===== src/rtl/button_conditioner_if.sv =====
// rtl/button_conditioner_if.sv - raw button inputs and conditioned level/pulse outputs
// The slave side is the conditioner; the master side drives the switches and consumes the pulses.
interface button_conditioner_if #(
   parameter int N_BTN = 8
);
   logic [N_BTN-1:0] btn_n;
   logic [N_BTN-1:0] btn_level;
   logic [N_BTN-1:0] btn_press;
   logic [N_BTN-1:0] btn_release;
   logic [N_BTN-1:0] btn_repeat;

   modport master (
      output btn_n,
      input  btn_level,
      input  btn_press,
      input  btn_release,
      input  btn_repeat
   );

   modport slave (
      input  btn_n,
      output btn_level,
      output btn_press,
      output btn_release,
      output btn_repeat
   );
endinterface


===== src/rtl/button_conditioner.sv =====
// rtl/button_conditioner.sv - per-button synchroniser, debouncer and press/release/repeat pulse generator
// Every bit is independent; all outputs are registered and line up with the debounced level edge.
module button_conditioner #(
   parameter int N_BTN           = 8,
   parameter int DEBOUNCE_CYCLES = 100000,
   parameter int REPEAT_DELAY    = 0,
   parameter int REPEAT_RATE     = 1
) (
   input  logic clk,
   input  logic rst,
   button_conditioner_if.slave bus
);
   localparam int CW     = $clog2(DEBOUNCE_CYCLES + 1);
   localparam int RMAX   = (REPEAT_DELAY > REPEAT_RATE) ? REPEAT_DELAY : REPEAT_RATE;
   localparam int RW     = $clog2(RMAX + 1);
   localparam bit REP_EN = (REPEAT_DELAY != 0);

   localparam logic [CW-1:0] DB_LAST    = CW'(DEBOUNCE_CYCLES - 1);
   localparam logic [RW-1:0] DELAY_LAST = RW'((REPEAT_DELAY > 0) ? REPEAT_DELAY - 1 : 0);
   localparam logic [RW-1:0] RATE_LAST  = RW'(REPEAT_RATE - 1);

   logic [N_BTN-1:0] sync1;
   logic [N_BTN-1:0] sync2;
   logic [N_BTN-1:0] s;
   logic [N_BTN-1:0] level_q;
   logic [N_BTN-1:0] press_q;
   logic [N_BTN-1:0] rel_q;
   logic [N_BTN-1:0] rpt_q;
   logic [N_BTN-1:0] rep_first;
   logic [N_BTN-1:0] toggle;
   logic [CW-1:0]    db_cnt  [N_BTN];
   logic [RW-1:0]    rep_cnt [N_BTN];

   assign s = ~sync2;

   always_comb begin
      toggle = '0;
      for (int i = 0; i < N_BTN; i++) begin
         toggle[i] = (s[i] != level_q[i]) && (db_cnt[i] == DB_LAST);
      end
   end

   always_ff @(posedge clk) begin
      if (rst) begin
         sync1     <= '1;
         sync2     <= '1;
         level_q   <= '0;
         press_q   <= '0;
         rel_q     <= '0;
         rpt_q     <= '0;
         rep_first <= '1;
         for (int i = 0; i < N_BTN; i++) begin
            db_cnt[i]  <= '0;
            rep_cnt[i] <= '0;
         end
      end else begin
         sync1 <= bus.btn_n;
         sync2 <= sync1;
         for (int i = 0; i < N_BTN; i++) begin
            press_q[i] <= 1'b0;
            rel_q[i]   <= 1'b0;
            rpt_q[i]   <= 1'b0;

            if (s[i] == level_q[i]) begin
               db_cnt[i] <= '0;
            end else if (toggle[i]) begin
               level_q[i] <= s[i];
               db_cnt[i]  <= '0;
               press_q[i] <= s[i];
               rel_q[i]   <= ~s[i];
            end else begin
               db_cnt[i] <= db_cnt[i] + 1'b1;
            end

            // The press cycle itself clears the repeat count, so no repeat can coincide with a press.
            if (!REP_EN || !level_q[i] || toggle[i]) begin
               rep_cnt[i]   <= '0;
               rep_first[i] <= 1'b1;
            end else if (rep_cnt[i] == (rep_first[i] ? DELAY_LAST : RATE_LAST)) begin
               rep_cnt[i]   <= '0;
               rep_first[i] <= 1'b0;
               rpt_q[i]     <= 1'b1;
            end else begin
               rep_cnt[i] <= rep_cnt[i] + 1'b1;
            end
         end
      end
   end

   assign bus.btn_level   = level_q;
   assign bus.btn_press   = press_q;
   assign bus.btn_release = rel_q;
   assign bus.btn_repeat  = rpt_q;
endmodule


===== src/flat_wrapper.sv =====
// flat-port wrapper written by rule: the top's interface ports become plain ports
module button_conditioner_flat 
#(
   parameter int N_BTN           = 8,
   parameter int DEBOUNCE_CYCLES = 100000,
   parameter int REPEAT_DELAY    = 0,
   parameter int REPEAT_RATE     = 1
)
  (clk, rst, bus_btn_n, bus_btn_level, bus_btn_press, bus_btn_release, bus_btn_repeat);
  button_conditioner_if #(.N_BTN(N_BTN)) bus_i ();
  input  logic clk;
  input  logic rst;
  input wire logic [$bits(bus_i.btn_n)-1:0] bus_btn_n;
  output wire logic [$bits(bus_i.btn_level)-1:0] bus_btn_level;
  output wire logic [$bits(bus_i.btn_press)-1:0] bus_btn_press;
  output wire logic [$bits(bus_i.btn_release)-1:0] bus_btn_release;
  output wire logic [$bits(bus_i.btn_repeat)-1:0] bus_btn_repeat;
  assign bus_i.btn_n = bus_btn_n;
  assign bus_btn_level = bus_i.btn_level;
  assign bus_btn_press = bus_i.btn_press;
  assign bus_btn_release = bus_i.btn_release;
  assign bus_btn_repeat = bus_i.btn_repeat;
  button_conditioner #(.N_BTN(N_BTN), .DEBOUNCE_CYCLES(DEBOUNCE_CYCLES), .REPEAT_DELAY(REPEAT_DELAY), .REPEAT_RATE(REPEAT_RATE)) u_core (.clk(clk), .rst(rst), .bus(bus_i));
endmodule

===== config.mk =====
export PLATFORM = sky130hd
export DESIGN_NAME = button_conditioner_flat
export DESIGN_NICKNAME = d
export VERILOG_FILES = /design/src/rtl/button_conditioner_if.sv /design/src/rtl/button_conditioner.sv /design/src/flat_wrapper.sv
export SDC_FILE = /design/constraint.sdc
export NUM_CORES = 1
export LEC_CHECK = 0
export ABC_AREA = 1
export BUFFER_PORTS_ARGS = -buffer_cell sky130_fd_sc_hd__buf_2
export CORE_AREA = 2 2 142 144
export CTS_BUF_LIST = sky130_fd_sc_hd__clkbuf_4 sky130_fd_sc_hd__clkbuf_8 sky130_fd_sc_hd__clkbuf_16
export DETAILED_ROUTE_END_ITERATION = 10
export DIE_AREA = 0 0 144 146
export GPL_ROUTABILITY_DRIVEN = 0
export PLACE_DENSITY_LB_ADDON = 0.2
export SYNTH_ARGS = -nofsm -noshare
export SYNTH_HDL_FRONTEND = slang
export SYNTH_SLANG_ARGS = --single-unit

===== constraint.sdc =====
create_clock -name clk -period 3.58 [get_ports clk]
set_input_delay 0.179 -clock clk [delete_from_list [all_inputs] [get_ports clk]]
set_output_delay 0.179 -clock clk [all_outputs]
set_load 0.01 [all_outputs]

==> results_dict.tcl, run 1 <==
set metrics [dict create \
    placementRows 51 \
    grt_max_degree 25 \
    tritoncts "done" \
    worstPathMaxFanout 15 \
    synth_cells 1142 \
    antenna_found_initial 0 \
    layout_min_cycle_time_ps 1970 \
    static-leakage-power_nw 4.58 \
    cts_sinks 176 \
    dp_hpwl_um 12600 \
    p_per_area_nw_per_um2 392 \
    summed_instance_area_of_the_synthesized_netlist_um2 9560 \
    die_x_um 144 \
    post-cts-setup-buffer-count 0 \
    wl_met1_um 8120 \
    wl_per_cell_um 10.6 \
    number_of_clock_buffers_inserted_by_tritoncts 17 \
    final_max_slew_violation_count 0 \
    worstReg2RegStart "u_core.db_cnt[0][102]" \
    critPathRequiredTime_ps 3720 \
    synth_seq_area_share_pct 51.1 \
    min_delay_path_class "in2reg" \
    synth.yosys.warnings 0 \
    fp.dieArea_um2 21000 \
    layout_worst_path_cycle_share_pct 55.1 \
    final_hold_violations 0 \
    globalRouteTotalUtil_pct 17.2 \
    unrepaired_setup_endpoints_after_global_routing "false" \
    setup_viol 0 \
    final_ant_viol_nets 0 \
    avgSynthCellArea_um2 8.37 \
    wl_met3_um 576 \
    number_of_cells_upsized_or_downsized_after_cts 0 \
    clock_insertion_delay_worst_skew_ps 430 \
    most_frequent_cells_in_the_layout "251 x nand2_1, 237 x nor2_1, 144 x conb_1" \
    met2WireLength_um 8050 \
    global_route.overflow_total 0 \
    design.core.area_um2 19300 \
    layout.cells.most_common "nand2_1" \
    numPortBuffers 33 \
    remaining_drc_errors 0 \
    max-cap-violations 0 \
    post_synth_num_cell_types 39 \
    startpoint_type "register" \
    dr.max_layer_used "met4" \
    worst_pin_slew_ps 808 \
    holdBufCountCts 8 \
    cts_max_path_buffers 2 \
    fin_skew_ps 10.1 \
    clkSlewWorstSetupHoldPaths_ps 70 \
    fin_nets 1344 \
    yosys.area.top_type "edfxtp_1" \
    final_util_pct 57.4 \
    first_global_vias 6773 \
    io_pins 42 \
    start_point_of_the_worst_min_delay_path "rst" \
    starting_utilization_of_the_core_area_pct 49.4 \
    status "finished, final reports clean" \
    routed_wl_um 17000 \
    route.detailed.vias_per_inst 4.58 \
    drt_iter0_drc 389 \
    cts.htree.levels 4 \
    timing.max_slew.rel_slack_pct 46.2 \
    synth_top_area_share_pct 42.7 \
    fmax_mhz 507 \
    criticalPathCategory "reg2reg" \
    fraction_of_final_layout_cells_sized_beyond_drive_strength_1_pct 9.86 \
    diodes 0 \
    area_growth_syn_to_layout_pct 16.0 \
    largest_cells_by_area_after_synthesis "edfxtp_1 43%, nand2_1 9.9%, nor2_1 9.3%" \
    synth.ff_latch_count 176 \
    fp.dieH_um 146 \
    first_pass_iters 5 \
    startpoint "u_core.db_cnt[0][102]" \
    max-vdd-ir-drop_mv 0.319 \
    grt_first_pass_wirelength_um 29500 \
    cp-end-kind "register" \
    final.setup.tns_ps 0 \
    arrival_ps 2110 \
    ctsRootBufferMaster "clkbuf_16" \
    via_count 7346 \
]
==> metrics by stage <==
| step | std cells | power [mW] | hold slack, ps | instance area [µm²] | setup WS [ps] |
|---|---|---|---|---|---|
| floorplan | 1284 | 2.54 | 283 | 10100 | 2040 |
| global placement | 1564 | 2.57 | 370 | 10400 | 1670 |
| detailed placement | 1564 | 2.58 | 376 | 10400 | 1610 |
| CTS | 1604 | 4.40 | 354 | 11100 | 1600 |
| global route | 1604 | 4.52 | 399 | 11100 | 1450 |
| finish | 1604 | 4.35 | 346 | 11100 | 1610 |
==> path summary, 6_finish.rpt <==
path	endpoint	slack, ps	depth (start not counted)
min reg2reg	u_core.sync2[7]	410	1
min	u_core.sync1[4]	350	2
max reg2reg	u_core.db_cnt[0][114]	1610	6
max	u_core.db_cnt[0][114]	1610	6
==> registers in the layout, summed over array words and instances, names as in the netlist <==
signal / flops
u_core.db_cnt: 136
u_core.bus.btn_level: 8
u_core.sync2: 8
u_core.bus.btn_press: 8
u_core.sync1: 8
u_core.bus.btn_release: 8
==> cells by family (layout without fill, tap and decap cells) <==
kind of cell | after synthesis | in the layout | share of synthesized area (%)
xor+xnor | 64 | 64 | 5.86
buf+inv | 154 | 209 | 6.98
flops | 176 | 176 | 51.1
compound gates | 69 | 69 | 4.06
simple gates | 669 | 669 | 30.9
other cells | 2 | 144 | 0.0786
fa+ha+maj | 8 | 8 | 1.05
==> per-layer routing <==
metal | global-route usage, % | vias to the layer above
met1 | 23.1 | 3312
met3 | 3.19 | 18
met4 | 5.29 | 0
li1 | - | 3907
met5 | 0 | -
met2 | 28.2 | 109
==> cells in the mapped netlist (all sizes together) <==
library cell / number
nor3b: 3
nand2: 259
inv: 135
a21oi: 47
nand3: 72
nor3: 18
edfxtp: 136
nand3b: 3
o21ai: 17
xnor2: 18
xor2: 46
nor2: 259
nand4: 29
ha: 8
or2: 25
conb: 2
and2: 1
clkbuf: 1
o21bai: 5
clkinv: 1
buf: 17
dfxtp: 40
==> where the power goes <==
part           switching [mW]  internal [mW]  total [mW]
sequential             0.0710           2.27        2.34
combinational           0.130         0.0699       0.200
clock                   0.803           1.00        1.80
==> critical path: stages, from the launching register on <==
cell      delay [ps]
edfxtp_1         390
ha_1             230
nand3_2          120
clkinv_2          90
nand3_2          100
o21ai_2          640
nor2_1           110
==> area by class of cell <==
class / instances / area, µm²
fillers: 1781 / 8240
clock buffers: 20 / 489
well taps: 265 / 332
multi-input cells: 954 / 4540
repair buffers: 41 / 245
flip-flops and latches: 176 / 4880
clock inverters: 12 / 88.8
inverters: 136 / 512
(Power assumes the default switching activity.)
==> run 2, diff against run 1 <==
Settings changed: ABC_AREA 1 to 0, CORE_AREA 2 2 142 144 to 2 2 136 138, DIE_AREA 0 0 144 146 to 0 0 138 140.
Clock period 3.58 ns to 1.65 ns, I/O delays scaled along.
==> run 2 against run 1 <==
Compared with the run above:
- the flow now finishes with violations (setup timing)
- final cell count decreased by 13%
- wire length up 3.6%
- combinational power increased to 3.5 times the previous value
- clock-buffer cell count grew 6
- first-iteration DRC count down 22%
- highest routed layer unchanged
- worst setup slack got worse by 1900 ps
==> results_dict.tcl, run 2 <==
set metrics [dict create \
    status "finished with violations" \
    design.core.area_um2 17800 \
    io_pins 42 \
    first_global_vias 6298 \
    arrival_ps 2120 \
    dpl_cell_area_um2 10800 \
    async_reset_ff_share_pct 0 \
    synth.ff_latch_count 176 \
    clock_insertion_delay_worst_skew_ps 430 \
    yosysMostFrequentCell "nor2_1" \
    min_delay_path_class "in2reg" \
    ctsRootBufferMaster "clkbuf_16" \
    synth_compound_area_share_pct 2.15 \
    fin_skew_ps 8.10 \
    cp-end-kind "register" \
    max-cap-violations 0 \
    final_max_slew_violation_count 0 \
    largest_cells_by_area_after_synthesis "edfxtp_1 46%, dfxtp_1 9.1%, xnor2_1 7.2%" \
    synth_top_family_by_area "simple AND/OR/NAND/NOR gates" \
    route.detailed.vias_per_inst 4.89 \
    globalRouteTotalUtil_pct 17.6 \
    worstHoldEndpoint "u_core.sync1[7]" \
    die_x_um 138 \
    r2r_cells 5 \
    ys_top_cells_by_count "143 x nor2_1, 136 x edfxtp_1, 72 x xnor2_1" \
    post_synth_fa_ha_maj_area_fraction_pct 1.14 \
    cts.htree.levels 4 \
    yosys.area_share.simple_pct 26.4 \
    synth_xor_area_share_pct 11.3 \
    tritoncts "done" \
    synth.area.mux_share_pct 0.455 \
    setup_viol 82 \
    fillers 1366 \
    fmax_mhz 515 \
    registers.top_by_ff_count "u_core.db_cnt" \
    critPathRequiredTime_ps 1820 \
    unrepaired_setup_endpoints_after_global_routing "true" \
    startpoint_type "register" \
    number_of_flops_mapped_to_enable_cells_by_yosys 136 \
    drt_iter0_drc 302 \
    hold_depth 3 \
    finish.instance_area_um2 12300 \
    numPortBuffers 33 \
    layout.cells.most_common "conb_1" \
    grt_max_degree 22 \
    final_hold_violations 0 \
    final_worst_slack_ps -292 \
    static-leakage-power_nw 4.66 \
    yosys.area.top_type "edfxtp_1" \
    diodes 0 \
    fraction_of_final_layout_cells_sized_beyond_drive_strength_1_pct 32.1 \
    most_frequent_cells_in_the_layout "144 x conb_1, 139 x buf_4, 136 x edfxtp_1" \
    cts_max_path_buffers 2 \
    summed_instance_area_of_the_synthesized_netlist_um2 8800 \
    multi_input_comb_area_um2 4830 \
    p_per_area_nw_per_um2 799 \
    number_of_clock_buffers_inserted_by_tritoncts 17 \
    start_point_of_the_worst_min_delay_path "bus_btn_n[7]" \
    via_count 6846 \
    grt_first_pass_wirelength_um 28200 \
    post_synth_num_cell_types 46 \
    area_growth_syn_to_layout_pct 39.8 \
    routed_wl_um 17600 \
    layout_worst_path_cycle_share_pct 118 \
    max-vdd-ir-drop_mv 0.772 \
    starting_utilization_of_the_core_area_pct 49.5 \
    fp.dieArea_um2 19300 \
    synth_cells 829 \
    criticalPathCategory "reg2reg" \
    p_total_mw 9.82 \
    final_ant_viol_nets 0 \
    wl_per_cell_um 12.6 \
    slowest_stage "or4_4" \
    failed_checks "setup timing" \
    regToRegEndpoint "u_core.db_cnt[0][95]" \
    synth.yosys.warnings 0 \
    clkSlewWorstSetupHoldPaths_ps 60 \
    seq_area_um2 4880 \
    fin_nets 1176 \
    synth_top_area_share_pct 46.4 \
    cell_by_cell_listing_of_the_critical_path "or4bb_1 > or4_4 > nand2b_4 > clkbuf_16 > nor2_1" \
    timing.critical_path.slowest_cell_delay_ps 510 \
    rrSetupSlack_ps -290 \
    synth_seq_area_share_pct 55.5 \
    global_route.overflow_total 0 \
    fp.dieH_um 140 \
    cts_sinks 176 \
    antenna_found_initial 0 \
    yosys_most_used_dff "edfxtp_1" \
    placementRows 49 \
    layout_min_cycle_time_ps 1940 \
    remaining_drc_errors 0 \
    avgSynthCellArea_um2 10.6 \
    worstReg2RegStart "u_core.db_cnt[0][98]" \
    worstPathMaxFanout 8 \
    first_pass_iters 4 \
    dp_hpwl_um 11900 \
    largest_register_ff_count 136 \
]
-- run 2: cell types whose count changed after synthesis, moves of 13 or more --
| cell | before | now |
|---|---|---|
| nand2_1 | 251 | 41 |
| and4_1 | 0 | 13 |
| nor4_1 | 0 | 34 |
| and3_1 | 0 | 15 |
| nor2_2 | 18 | 0 |
| nor3_1 | 15 | 34 |
| nor2_1 | 237 | 143 |
| clkbuf_1 | 1 | 16 |
| a21oi_1 | 46 | 13 |
| xnor2_1 | 18 | 72 |
| inv_1 | 132 | 22 |
| nand3_1 | 68 | 45 |
| nand4_1 | 28 | 46 |
-- run 2: cells by family (layout without fill, tap and decap cells) --
kind of cell,count (synthesis),after routing
DFF,176,176
and+or+nand+nor,441,442
buffers and inverters,54,253
adders and majority gates,8,8
other,2,144
AOI/OAI and AO/OA,31,31
xor gates and xnor gates,113,113
muxes,4,4
-- run 2: timing repair --
action	CTS	global route
cloned	0	5
hold endpoints to repair	11	0
resized for setup	37	103
setup buffers	7	10
pin swaps	15	36
hold buffers	9	0
setup endpoints to repair	88	139
-- run 2: worst max path at each step --
stage	slack [ps]	to	start	depth (start not counted)
2_1_floorplan	-370	u_core.db_cnt[0][94]	u_core.db_cnt[0][97]	6
3_3_place_gp	-240	u_core.db_cnt[0][95]	u_core.db_cnt[0][97]	5
3_5_place_dp	-270	u_core.db_cnt[0][94]	u_core.db_cnt[0][97]	5
4_1_cts	-270	u_core.db_cnt[0][91]	u_core.db_cnt[0][97]	5
5_1_grt	-340	u_core.db_cnt[0][95]	u_core.db_cnt[0][98]	5
6_report	-290	u_core.db_cnt[0][95]	u_core.db_cnt[0][98]	5
-- run 2: cell type report --
type | count | share of cell area [%]
inverter | 22 | 0.672
sequential | 176 | 39.7
clock buffer | 26 | 4.68
timing repair buffer | 199 | 13.0
clock inverter | 6 | 0.305
multi-input combinational | 742 | 39.3
tap | 229 | 2.33
-- run 2: routing by layer --
metal  share of wire [%]  track usage, %  up-vias  wire length [µm]
li1                    -               -     3500                 -
met1                  47            23.9     3241              8300
met2                  49            28.9       87              8620
met3                 2.8            3.42       18               491
met4                 1.2            5.48        0               208
met5                   0               0        -                 0
-- run 2: where the power goes --
part	switching [mW]	leakage (nW)	internal, mW
Clock	1.63	0.307	2.42
Combinational	0.364	2.62	0.345
Sequential	0.132	1.73	4.93
Total	2.13	4.66	7.69
-- run 2: worst max-delay path, delay by kind of cell, from the launching register on --
family / cells / cell delay, ps
DFF: 1 / 370
and+or+nand+nor: 4 / 1160
buffers and inverters: 1 / 150
-- run 2: metrics by stage --
stage | std cells | TNS (ps) | util (%) | hold WS [ps] | worst slack [ps]
floorplan | 971 | -13340 | - | 186 | -374
global placement | 1338 | -9760 | 60.8 | 267 | -243
detailed placement | 1338 | -10830 | 60.8 | 269 | -272
CTS | 1386 | -11570 | 66.0 | 355 | -275
global route | 1400 | -18800 | 69.2 | 370 | -335
finish | 1400 | -13080 | 69.2 | 370 | -292
==> run 3, diff against run 2 <==
Clock period 1.65 ns to 2 ns, I/O delays scaled along.
==> run 3 against run 2 <==
Compared with the run above:
- the flow now finishes without violations
- flip-flop and latch count stayed put
- critical path depth is the same
- maximum frequency decreased by 2.0%
- worst setup slack gained 310 ps
- largest power group unchanged
- highest routed layer unchanged
==> results_dict.tcl, run 3 (synthesis results as in run 2) <==
set metrics [dict create \
    status "finished, final reports clean" \
    largest_register_ff_count 136 \
    setup_viol 0 \
    fp.dieArea_um2 19300 \
    diodes 0 \
    area_growth_syn_to_layout_pct 23.9 \
    numPortBuffers 33 \
    static-leakage-power_nw 4.02 \
    fraction_of_final_layout_cells_sized_beyond_drive_strength_1_pct 16.0 \
    power.net_switching_mw 1.70 \
    global_route.overflow_total 0 \
    sw_frac_of_total_pct 21.1 \
    arrival_ps 2160 \
    min_delay_path_class "in2reg" \
    timing.critical_path.slowest_cell_delay_ps 530 \
    slowest_stage "or4b_1" \
    final_max_slew_violation_count 0 \
    cell_by_cell_listing_of_the_critical_path "or4b_1 > or4_4 > nand2b_4 > clkbuf_16 > nor2_1" \
    die_x_um 138 \
    cellInternalPower_mw 6.36 \
    cts_sinks 176 \
    fin_skew_ps 8.44 \
    first_pass_iters 4 \
    worstHoldEndpoint "u_core.bus.btn_release[2]" \
    whs_ps 274 \
    final_ant_viol_nets 0 \
    clkSlewWorstSetupHoldPaths_ps 60 \
    route.detailed.vias_per_inst 4.88 \
    fmax_mhz 504 \
    wl_per_cell_um 12.2 \
    cts_max_path_buffers 2 \
    first_global_vias 5902 \
    final_hold_violations 0 \
    grt_first_pass_wirelength_um 27300 \
    starting_utilization_of_the_core_area_pct 49.5 \
    globalRouteTotalUtil_pct 17.2 \
    number_of_clock_buffers_inserted_by_tritoncts 17 \
    place_inst 1257 \
    max-vdd-ir-drop_mv 0.577 \
    final.setup.tns_ps 0 \
    max-cap-violations 0 \
    rrSetupSlack_ps 20 \
    combinational_power_share_pct 4.9 \
    via_count 6339 \
    finalNonFillerCells 1300 \
    fin_nets 1076 \
    layout_worst_path_cycle_share_pct 99.1 \
    start_point_of_the_worst_min_delay_path "rst" \
    startpoint_type "register" \
    worstReg2RegStart "u_core.db_cnt[0][96]" \
    fp.dieH_um 140 \
    drt_iter0_drc 296 \
    tritoncts "done" \
    antenna_found_initial 0 \
    placementRows 49 \
    ctsRootBufferMaster "clkbuf_16" \
    pwr-share-seq_pct 52.1 \
    r2r_cells 5 \
    grt_max_degree 17 \
    hold_depth 2 \
    clkPwrFrac_pct 43.0 \
    clock_insertion_delay_worst_skew_ps 430 \
    remaining_drc_errors 0 \
    cp-end-kind "register" \
    regToRegEndpoint "u_core.db_cnt[0][98]" \
    cts.htree.levels 4 \
    design.core.area_um2 17800 \
    routed_wl_um 15800 \
    io_pins 42 \
    worstPathMaxFanout 8 \
    registers.top_by_ff_count "u_core.db_cnt" \
    layout.cells.most_common "conb_1" \
    most_frequent_cells_in_the_layout "144 x conb_1, 140 x nor2_1, 136 x edfxtp_1" \
    layout_min_cycle_time_ps 1980 \
    critPathRequiredTime_ps 2180 \
    criticalPathCategory "reg2reg" \
    dp_hpwl_um 11400 \
    unrepaired_setup_endpoints_after_global_routing "true" \
    p_per_area_nw_per_um2 740 \
]
-- run 3: final cells by class --
type / count / area [µm²]
clock buffer: 28 / 614
clock inverter: 4 / 28.8
fill: 1542 / 6880
inverter: 22 / 82.6
multi-input combinational: 741 / 4250
sequential: 176 / 4880
tap: 229 / 287
timing repair buffer: 100 / 747
-- run 3: worst max path at each step --
| stage | from | endpoint |
|---|---|---|
| 3_5_place_dp | u_core.db_cnt[0][97] | u_core.db_cnt[0][95] |
| 2_1_floorplan | u_core.db_cnt[0][97] | u_core.db_cnt[0][94] |
| 3_3_place_gp | u_core.db_cnt[0][97] | u_core.db_cnt[0][100] |
| 4_1_cts | u_core.db_cnt[0][131] | u_core.db_cnt[0][134] |
| 6_report | u_core.db_cnt[0][96] | u_core.db_cnt[0][98] |
| 5_1_grt | u_core.db_cnt[0][85] | u_core.db_cnt[0][101] |
-- run 3: power groups by stage --
stage          Sequential (mW)  Clock [mW]  Combinational (mW)
2_1_floorplan             4.25           0               0.268
3_3_place_gp              4.27           0               0.365
3_5_place_dp              4.28           0               0.364
4_1_cts                   4.20        3.55               0.380
5_1_grt                   4.22        3.69               0.448
6_report                  4.20        3.47               0.393
-- run 3: metal layers --
layer  part of all wire, %  GRT usage [%]  vias up
li1                      -              -     3315
met1                    50           23.2     2936
met2                    47           27.4       70
met3                   2.2           3.69       18
met4                   1.5           6.28        0
met5                     0              0        -
-- run 3: timing repair --
item                                   in CTS  in global routing
endpoints found under the hold margin       8                  0
setup endpoints to repair                   0                 55
resized for setup                           0                 12
buffers inserted                            0                  2
hold buffers                                8                  0
-- run 3: per-stage QoR --
step                area, µm²  util (%)  setup slack, ps  total power, mW
global placement        10100      56.8             74.3             4.64
finish                  10900      61.3             17.7             8.07
detailed placement      10100      56.8             51.7             4.64
global route            10900      61.3            -41.2             8.36
CTS                     10800      60.8             33.4             8.13
floorplan                9360         -            -23.8             4.52
-- run 3: worst max-delay path, delay by kind of cell, from the launching register on --
kind / cells / cell delay [ps]
flip-flops: 1 / 390
buffers and inverters: 1 / 150
AND/OR/NAND/NOR: 4 / 1200
